--- config.mk ---
export PLATFORM = sky130hd
export DESIGN_NAME = serdes_cipher_receiver
export DESIGN_NICKNAME = d
export VERILOG_FILES = /design/src/rtl/serdes_cipher_receiver.sv
export SDC_FILE = /design/constraint.sdc
export NUM_CORES = 1
export LEC_CHECK = 0
export ABC_AREA = 1
export CAP_MARGIN = 10
export CORE_ASPECT_RATIO = 0.75
export CORE_MARGIN = 8
export CORE_UTILIZATION = 45
export CTS_CLUSTER_SIZE = 30
export DETAILED_ROUTE_END_ITERATION = 10
export PLACE_DENSITY_LB_ADDON = 0.12
export SLEW_MARGIN = 20
export SYNTH_ARGS = -nofsm -noshare
export SYNTH_HDL_FRONTEND = slang
export SYNTH_SLANG_ARGS = --single-unit
--- constraint.sdc ---
create_clock -name clk -period 1.9 [get_ports clk]
set_input_delay 0.57 -clock clk [delete_from_list [all_inputs] [get_ports clk]]
set_output_delay 0.57 -clock clk [all_outputs]
set_load 0.005 [all_outputs]
--- src/rtl/serdes_cipher_receiver.sv ---
// Serial cipher receiver: MSB-first byte assembly, key-byte removal, and an
// output FIFO with valid/ready handshake plus sticky frame/overflow flags.
module serdes_cipher_receiver #(
  parameter logic [7:0] KEY_BYTE   = 8'h34,
  parameter int         FIFO_DEPTH = 4,
  parameter int         TIMEOUT    = 15
) (
  input  logic                          clk,
  input  logic                          rst,
  input  logic                          ser_bit,
  input  logic                          ser_valid,
  output logic [7:0]                    out_data,
  output logic                          out_valid,
  input  logic                          out_ready,
  output logic [$clog2(FIFO_DEPTH):0]   fifo_level,
  output logic [7:0]                    byte_count,
  output logic                          frame_err,
  output logic                          overflow,
  input  logic                          clr_err
);
  localparam int         AW      = $clog2(FIFO_DEPTH);
  localparam logic [7:0] TO_LAST = 8'(TIMEOUT - 1);
  localparam logic [0:0] IDLE    = 1'b0;
  localparam logic [0:0] RECV    = 1'b1;

  logic [0:0]    state;
  logic [3:0]    bit_cnt;
  logic [7:0]    shift;
  logic [7:0]    idle_cnt;
  logic [7:0]    mem [FIFO_DEPTH];
  logic [AW-1:0] wr_ptr, rd_ptr;

  logic       push, pop, full, push_ok, timeout;
  logic [7:0] push_data;

  assign push      = (state == RECV) && ser_valid && (bit_cnt == 4'd7);
  assign push_data = {shift[6:0], ser_bit} ^ KEY_BYTE;
  // idle_cnt counts low edges already seen; this edge is the TIMEOUT-th
  assign timeout   = (state == RECV) && !ser_valid && (idle_cnt == TO_LAST);
  assign full      = (fifo_level == (AW+1)'(FIFO_DEPTH));
  assign out_valid = (fifo_level != '0);
  assign pop       = out_valid && out_ready;
  assign push_ok   = push && (!full || pop);
  assign out_data  = out_valid ? mem[rd_ptr] : 8'h00;

  always_ff @(posedge clk) begin
    if (rst) begin
      state    <= IDLE;
      bit_cnt  <= '0;
      shift    <= '0;
      idle_cnt <= '0;
    end else begin
      case (state)
        IDLE: if (ser_valid) begin
          shift   <= {7'd0, ser_bit};
          bit_cnt <= 4'd1;
          state   <= RECV;
        end
        default: if (ser_valid) begin
          shift    <= {shift[6:0], ser_bit};
          idle_cnt <= '0;
          if (bit_cnt == 4'd7) begin
            bit_cnt <= '0;
            state   <= IDLE;
          end else begin
            bit_cnt <= bit_cnt + 4'd1;
          end
        end else if (timeout) begin
          shift    <= '0;
          bit_cnt  <= '0;
          idle_cnt <= '0;
          state    <= IDLE;
        end else begin
          idle_cnt <= idle_cnt + 8'd1;
        end
      endcase
    end
  end

  always_ff @(posedge clk) begin
    if (rst) begin
      wr_ptr     <= '0;
      rd_ptr     <= '0;
      fifo_level <= '0;
      byte_count <= '0;
      frame_err  <= 1'b0;
      overflow   <= 1'b0;
      for (int i = 0; i < FIFO_DEPTH; i++) mem[i] <= '0;
    end else begin
      if (push_ok) begin
        mem[wr_ptr] <= push_data;
        wr_ptr      <= wr_ptr + 1'b1;
        byte_count  <= byte_count + 8'd1;
      end
      if (pop) rd_ptr <= rd_ptr + 1'b1;
      if (push_ok && !pop)      fifo_level <= fifo_level + 1'b1;
      else if (!push_ok && pop) fifo_level <= fifo_level - 1'b1;
      // a new event on the clearing edge keeps the flag set
      frame_err <= (frame_err && !clr_err) || timeout;
      overflow  <= (overflow && !clr_err) || (push && full && !pop);
    end
  end
endmodule

==> impl_metrics.yaml, run 1 <==
floorplanning:
  core_um2: 7300
  rows: 27
  die_x_um: 116
  fp.dieArea_um2: 10500
  start_util_pct: 46.0
  io_pins: 28
  die_height_um: 90.8
sta:
  fin_crit_sh_pct: 103
  min_period_ps: 1950
  max_freq_mhz: 513
  drv_slew: 0
  worstMarginPinSlew_ps: 475
  setup_slack_ps: -49.1
  relSlewSlack_pct: 68.3
  setup_viol: 6
  whs_ps: 463
  finClkSkew_ps: 14.0
  rsz0062_at_grt: "true"
  hold_viol: 0
power_and_ir_drop:
  comb_power_share_pct: 27.4
  power.switching_w: 0.00114
  leakage_nw: 1.71
  power_frac_seq_pct: 45.9
  switching_share_pct: 30.2
  cellInternalPower_w: 0.00263
  peakVddDrop_mv: 0.435
  clockPowerShare_pct: 26.8
  p_per_area_nw_per_um2: 866
routing:
  wl_per_cell_um: 13.7
  dr.pass1.iters: 4
  drc: 0
  drt_iter0_drc: 173
  vias: 2843
  via_per_inst: 4.93
  antenna_left: 0
  wl_um: 7910
global_routing:
  grt_pass1_vias: 2790
  overflow: 0
  grt_pass1_wl_um: 13500
  grt_antenna_before_repair: 0
  grt_max_degree: 21
  grt_usage_pct: 16.2
clock_network:
  clockBufferDepth: 2
  clkTransAtPathRegs_ps: 80
  numCtsBuffers: 9
  ctsHoldBuffers: 0
  clock_latency_ps: 340
  cts.sinks: 71
  clockRootBuffer: "clkbuf_8"
  htreeDepth: 3
  tritoncts: "yes"
finish:
  areaGrowthSynthToFinish_pct: 29.6
  diodes: 0
  layout-drive-gt1-share_pct: 26.5
  layout.cells.non_filler: 577
  nNetsFinal: 483
flow_run:
  cap_viol_max_count: 0
synth:
  yosysWarningCount: 0
  yosysTopAreaCell: "edfxtp_1"
  synth_area_um2: 3360
  ys_ff_latch: 71
  synth_top_cells_by_area: "edfxtp_1, dfxtp_1, nor2_1"
  ys_seq_area_share_pct: 51.9
  synth_nets: 416
  syn_avg_cell_area_um2: 8.31
  synth_top_area_share_pct: 28.6
  postSynthCellCount: 404
  ys_types: 30
outcome:
  status: "finished, violations left"
  failed_checks: "negative setup slack"
setup_path:
  cp-start-kind: "flop"
  required_ps: 1330
  critPathKind: "flop to output pin"
  critPathArrivalTime_ps: 1380
  endpoint_kind: "output pin"
  path_max_fanout: 5
placed_design:
  hpwlAfterDp_um: 5580
  gp_congestion: 0.845
  port_buffers: 27
  dp.cells: 558
  place_ws_ps: -557
hold_path:
  hp-class: "flop to flop"
[final timing paths]
path | from | end | slack, ps | cells past startpoint
min | rd_ptr[1] | flop | 460 | 2
max reg2reg | bit_cnt[1] | fifo_level[2] | 20 | 13
max | flop | out_data[5] | -50 | 6
min reg2reg | rd_ptr[1] | flop | 460 | 2
[cells in the mapped netlist]
master     n
nor2_2     1
buf_6      2
nand2_4    1
nand2_2    1
o21bai_1   1
nand2_1   63
or2_2      1
o21ai_1    7
o21ai_0   22
nor3_1     5
nor3b_1    1
buf_1      2
buf_2      5
nor2_8     1
fa_1       1
nand3_2    2
nand4_1    6
clkbuf_1   4
inv_2      9
nor2_4     1
ha_1       5
nor2_1    84
inv_1     34
xnor2_1    1
dfxtp_1   39
edfxtp_1  32
nor3_2    12
xor2_1     3
nand3_1   24
a21oi_1   34
[layer usage]
metal / part of all wire, % / GRT usage (%) / up-vias / wire, um
met1: 47 / 21.9 / 1321 / 3750
met3: 6.0 / 4.68 / 7 / 478
met4: 0.99 / 4.09 / 0 / 78
met2: 46 / 24.6 / 55 / 3610
li1: - / - / 1460 / -
met5: 0 / 0 / - / 0
[metrics by stage]
step	setup TNS, ps	utilization, %	power [W]	instance area (um2)
finish	-147	59.6	0.00377	4350
global route	-896	59.6	0.00398	4350
CTS	-747	59.3	0.00383	4330
detailed placement	-20830	55.5	0.00265	4050
global placement	-19720	55.5	0.00264	4050
floorplan	-43.5	-	0.00215	3390
[flip-flops by register name (all words and copies together), names as in the netlist, named ones only]
| register | cells |
|---|---|
| shift | 7 |
| frame_err | 1 |
| rd_ptr | 2 |
| fifo_level | 3 |
| idle_cnt | 8 |
| byte_count | 8 |
| wr_ptr | 2 |
| bit_cnt | 4 |
| mem | 32 |
| state | 1 |
| overflow | 1 |
[cell type report]
| cell class | instances | area (um2) |
|---|---|---|
| Sequential cell | 71 | 1760 |
| Inverter | 43 | 169 |
| Multi-Input combinational cell | 277 | 1530 |
| Timing Repair Buffer | 69 | 609 |
| Fill cell | 692 | 2950 |
| Tap cell | 101 | 126 |
| Clock buffer | 12 | 135 |
| Clock inverter | 4 | 23.8 |
[layout by cell type, fill, tap and decap left out, types with 5 or more instances in the layout]
master / synthesis / routed
nor2_1: 84 / 67
nand2_1: 63 / 61
buf_4: 0 / 37
inv_1: 34 / 33
a21oi_1: 34 / 33
edfxtp_1: 32 / 32
dfxtp_1: 39 / 30
nand3_1: 24 / 24
o21ai_1: 7 / 20
clkdlybuf4s50_1: 0 / 14
nor2_4: 1 / 12
nor3_2: 12 / 12
inv_2: 9 / 9
clkbuf_8: 0 / 9
o21ai_0: 22 / 8
dfxtp_2: 0 / 8
buf_2: 5 / 8
nor2_2: 1 / 7
nand4_1: 6 / 6
nor3_1: 5 / 5
buf_12: 0 / 5
[logic make-up (layout without fill, tap and decap cells)]
group | count (synthesis) | after routing | synth area share, %
xor gates and xnor gates | 4 | 4 | 1.04
adders and majority gates | 6 | 6 | 2.46
AOI/OAI and AO/OA | 64 | 64 | 9.62
buffers and inverters | 56 | 128 | 6.89
DFF | 71 | 71 | 51.9
and+or+nand+nor | 203 | 203 | 28.1
[repair_timing]
item | 4_1_cts | 5_1_grt
setup buffers | 3 | 0
pin swaps | 11 | 18
endpoints found under the setup margin | 28 | 16
cloned | 2 | 0
gates resized for setup | 68 | 25
[power by group through the flow]
stage	registers, W	logic (W)	clock network, W
after floorplan	0.00174	0.000413	0
after global placement	0.00173	0.000909	0
after detailed placement	0.00174	0.000919	0
after CTS	0.00172	0.00107	0.00103
after global routing	0.00174	0.00113	0.00111
final	0.00173	0.00103	0.00101
[critical path, stage by stage, from the launching register on]
cell and delay, ps:
dfxtp_4 400, buf_12 160, nor2_4 40, nor2_1 100, o21ai_1 70, a21oi_1 140, buf_2 130
No activity file was read; power rests on OpenSTA's default activity.
==> run 2: changes to the inputs <==
--- a/config.mk
+++ b/config.mk
@@ -12,6 +12,7 @@
 export CORE_UTILIZATION = 45
 export CTS_CLUSTER_SIZE = 30
 export DETAILED_ROUTE_END_ITERATION = 10
+export DONT_BUFFER_PORTS = 1
 export PLACE_DENSITY_LB_ADDON = 0.12
 export SLEW_MARGIN = 20
 export SYNTH_ARGS = -nofsm -noshare
==> run 2 against run 1 <==
Effect of this change:
- the flow now finishes without violations
- sequential share of layout area is 3.2 points higher
- clock power is 29% higher
- cell count is 8.3% lower
- register-to-register slack gained 40 ps
- clock skew fell by 3.3 ps
- critical path type unchanged
- non-clock buffer count shrank 48
- sequential cell count unchanged
- sequential power barely moved
- clock-buffer cell count is 3 lower
- largest power group unchanged
==> impl_metrics.yaml, run 2 (synthesis gave the netlist of run 1 again) <==
outcome:
  status: "finished clean"
floorplanning:
  io_pins: 28
  core_um2: 7300
  die_height_um: 90.8
  start_util_pct: 46.0
  die_x_um: 116
  rows: 27
  fp.dieArea_um2: 10500
finish:
  diodes: 0
  regArea_um2: 1760
  largest_reg_flops: 32
  mostFrequentLayoutCells: "nor2_1, nand2_1, dfxtp_1, inv_1, edfxtp_1"
  fillers: 665
  nNetsFinal: 435
  areaGrowthSynthToFinish_pct: 20.4
  layout-drive-gt1-share_pct: 24.3
  layout.cells.non_filler: 529
  multiInputGateArea_um2: 1570
  final_common_cell: "nor2_1"
  largestRegisters: "mem: 32 flops, byte_count: 8 flops, idle_cnt: 8 flops"
  max_flop_register: "mem"
global_routing:
  grt_max_degree: 25
  grt_pass1_vias: 2478
  grt_antenna_before_repair: 0
  grt_usage_pct: 15.3
  grt_pass1_wl_um: 12700
  overflow: 0
power_and_ir_drop:
  total_power_w: 0.00398
  peakVddDrop_mv: 0.580
  leakage_nw: 1.47
  p_per_area_nw_per_um2: 984
  power_frac_seq_pct: 44.3
  clockPowerShare_pct: 32.7
  switching_share_pct: 30.1
  power.switching_w: 0.00120
  comb_power_share_pct: 23.0
  cellInternalPower_w: 0.00278
flow_run:
  cap_viol_max_count: 0
setup_path:
  critPathKind: "flop to output pin"
  crit_family: "flip-flops"
  cp.depth: 5
  cp-start-kind: "flop"
  critPathArrivalTime_ps: 1330
  crit_path_end: "out_data[1]"
  timing.rr.end: "fifo_level[2]"
  max_stage_delay_ps: 400
  endpoint_kind: "output pin"
  path_cells: "clkbuf_16 -> nor2_2 -> nor2_1 -> o21ai_2 -> a21oi_4"
  worst_r2r_path_depth: 12
  r2r_setup_slack_ps: 60
  required_ps: 1330
  path_max_fanout: 6
  crit_path_top_delay_cell: "dfxtp_4"
  crit_buf_inv: 1
  crit-reg2reg-launch: "bit_cnt[1]"
placed_design:
  hpwlAfterDp_um: 5230
  dp.cells: 509
  port_buffers: 0
  gp_congestion: 0.833
routing:
  wl_per_cell_um: 14.3
  antenna_left: 0
  via_per_inst: 5.02
  dr.pass1.iters: 4
  vias: 2657
  wl_um: 7560
  drt_iter0_drc: 91
  drc: 0
sta:
  worstMarginPinSlew_ps: 465
  finClkSkew_ps: 10.8
  hold_viol: 0
  whs_ps: 278
  min_period_ps: 1900
  rsz0062_at_grt: "true"
  drv_slew: 0
  fin_crit_sh_pct: 99.9
  relSlewSlack_pct: 68.9
  max_freq_mhz: 527
  setup_viol: 0
clock_network:
  htreeDepth: 3
  tritoncts: "yes"
  clock_latency_ps: 360
  clockBufferDepth: 2
  clkTransAtPathRegs_ps: 70
  ctsHoldBuffers: 0
  numCtsBuffers: 9
  clockRootBuffer: "clkbuf_8"
  cts.sinks: 71
hold_path:
  hp-class: "input port to flop"
==> run 2: routing by layer <==
layer  up-vias  routed length (um)  GRT usage (%)
met5         -                   0              0
met4         0                  23           3.88
met3         2                 479           5.54
met2        49                3260           21.9
met1      1235                3800           21.2
li1       1371                   -              -
==> run 2: cell type report <==
| cell class | count | area share, % |
|---|---|---|
| sequential | 71 | 43.5 |
| clock inverter | 7 | 2.17 |
| clock buffer | 9 | 3.06 |
| timing repair buffer | 21 | 5.23 |
| inverter | 43 | 4.15 |
| multi-input combinational | 277 | 38.7 |
| tap | 101 | 3.13 |
==> run 2: how the worst min path moves through the flow <==
| stage | startpoint | end | slack (ps) | depth (start not counted) |
|---|---|---|---|---|
| finish | rst | bit_cnt[1] | 280 | 1 |
| global route | rst | bit_cnt[1] | 250 | 1 |
| CTS | rst | bit_cnt[1] | 260 | 1 |
| detailed placement | rd_ptr[1] | rd_ptr[1] | 460 | 2 |
| global placement | rd_ptr[1] | rd_ptr[1] | 450 | 2 |
| floorplan | rd_ptr[1] | flop | 430 | 2 |
==> run 2: metrics by stage <==
step                      setup TNS, ps  utilization [%]  setup slack (ps)  area, um2
after detailed placement          -62.8             49.2             -48.4       3590
final                                 0             55.4              2.64       4040
after global routing               -661             55.4             -87.6       4040
after CTS                         -18.9             53.5             -18.9       3910
after floorplan                   -43.5                -             -43.5       3390
after global placement                0             49.2              12.9       3590
==> run 2: what timing repair did <==
item | CTS | global route
gates resized for setup | 25 | 39
gates cloned | 0 | 1
pin swaps | 5 | 10
setup endpoints to repair | 9 | 10
buffers inserted | 2 | 1
hold endpoints to repair | 0 | 0
==> run 2: power by group through the flow <==
stage	clock (W)	sequential, W	combinational, W
4_1_cts	0.00133	0.00174	0.000767
2_1_floorplan	0	0.00174	0.000413
3_5_place_dp	0	0.00177	0.000569
6_report	0.00130	0.00176	0.000917
5_1_grt	0.00140	0.00178	0.00101
3_3_place_gp	0	0.00176	0.000555
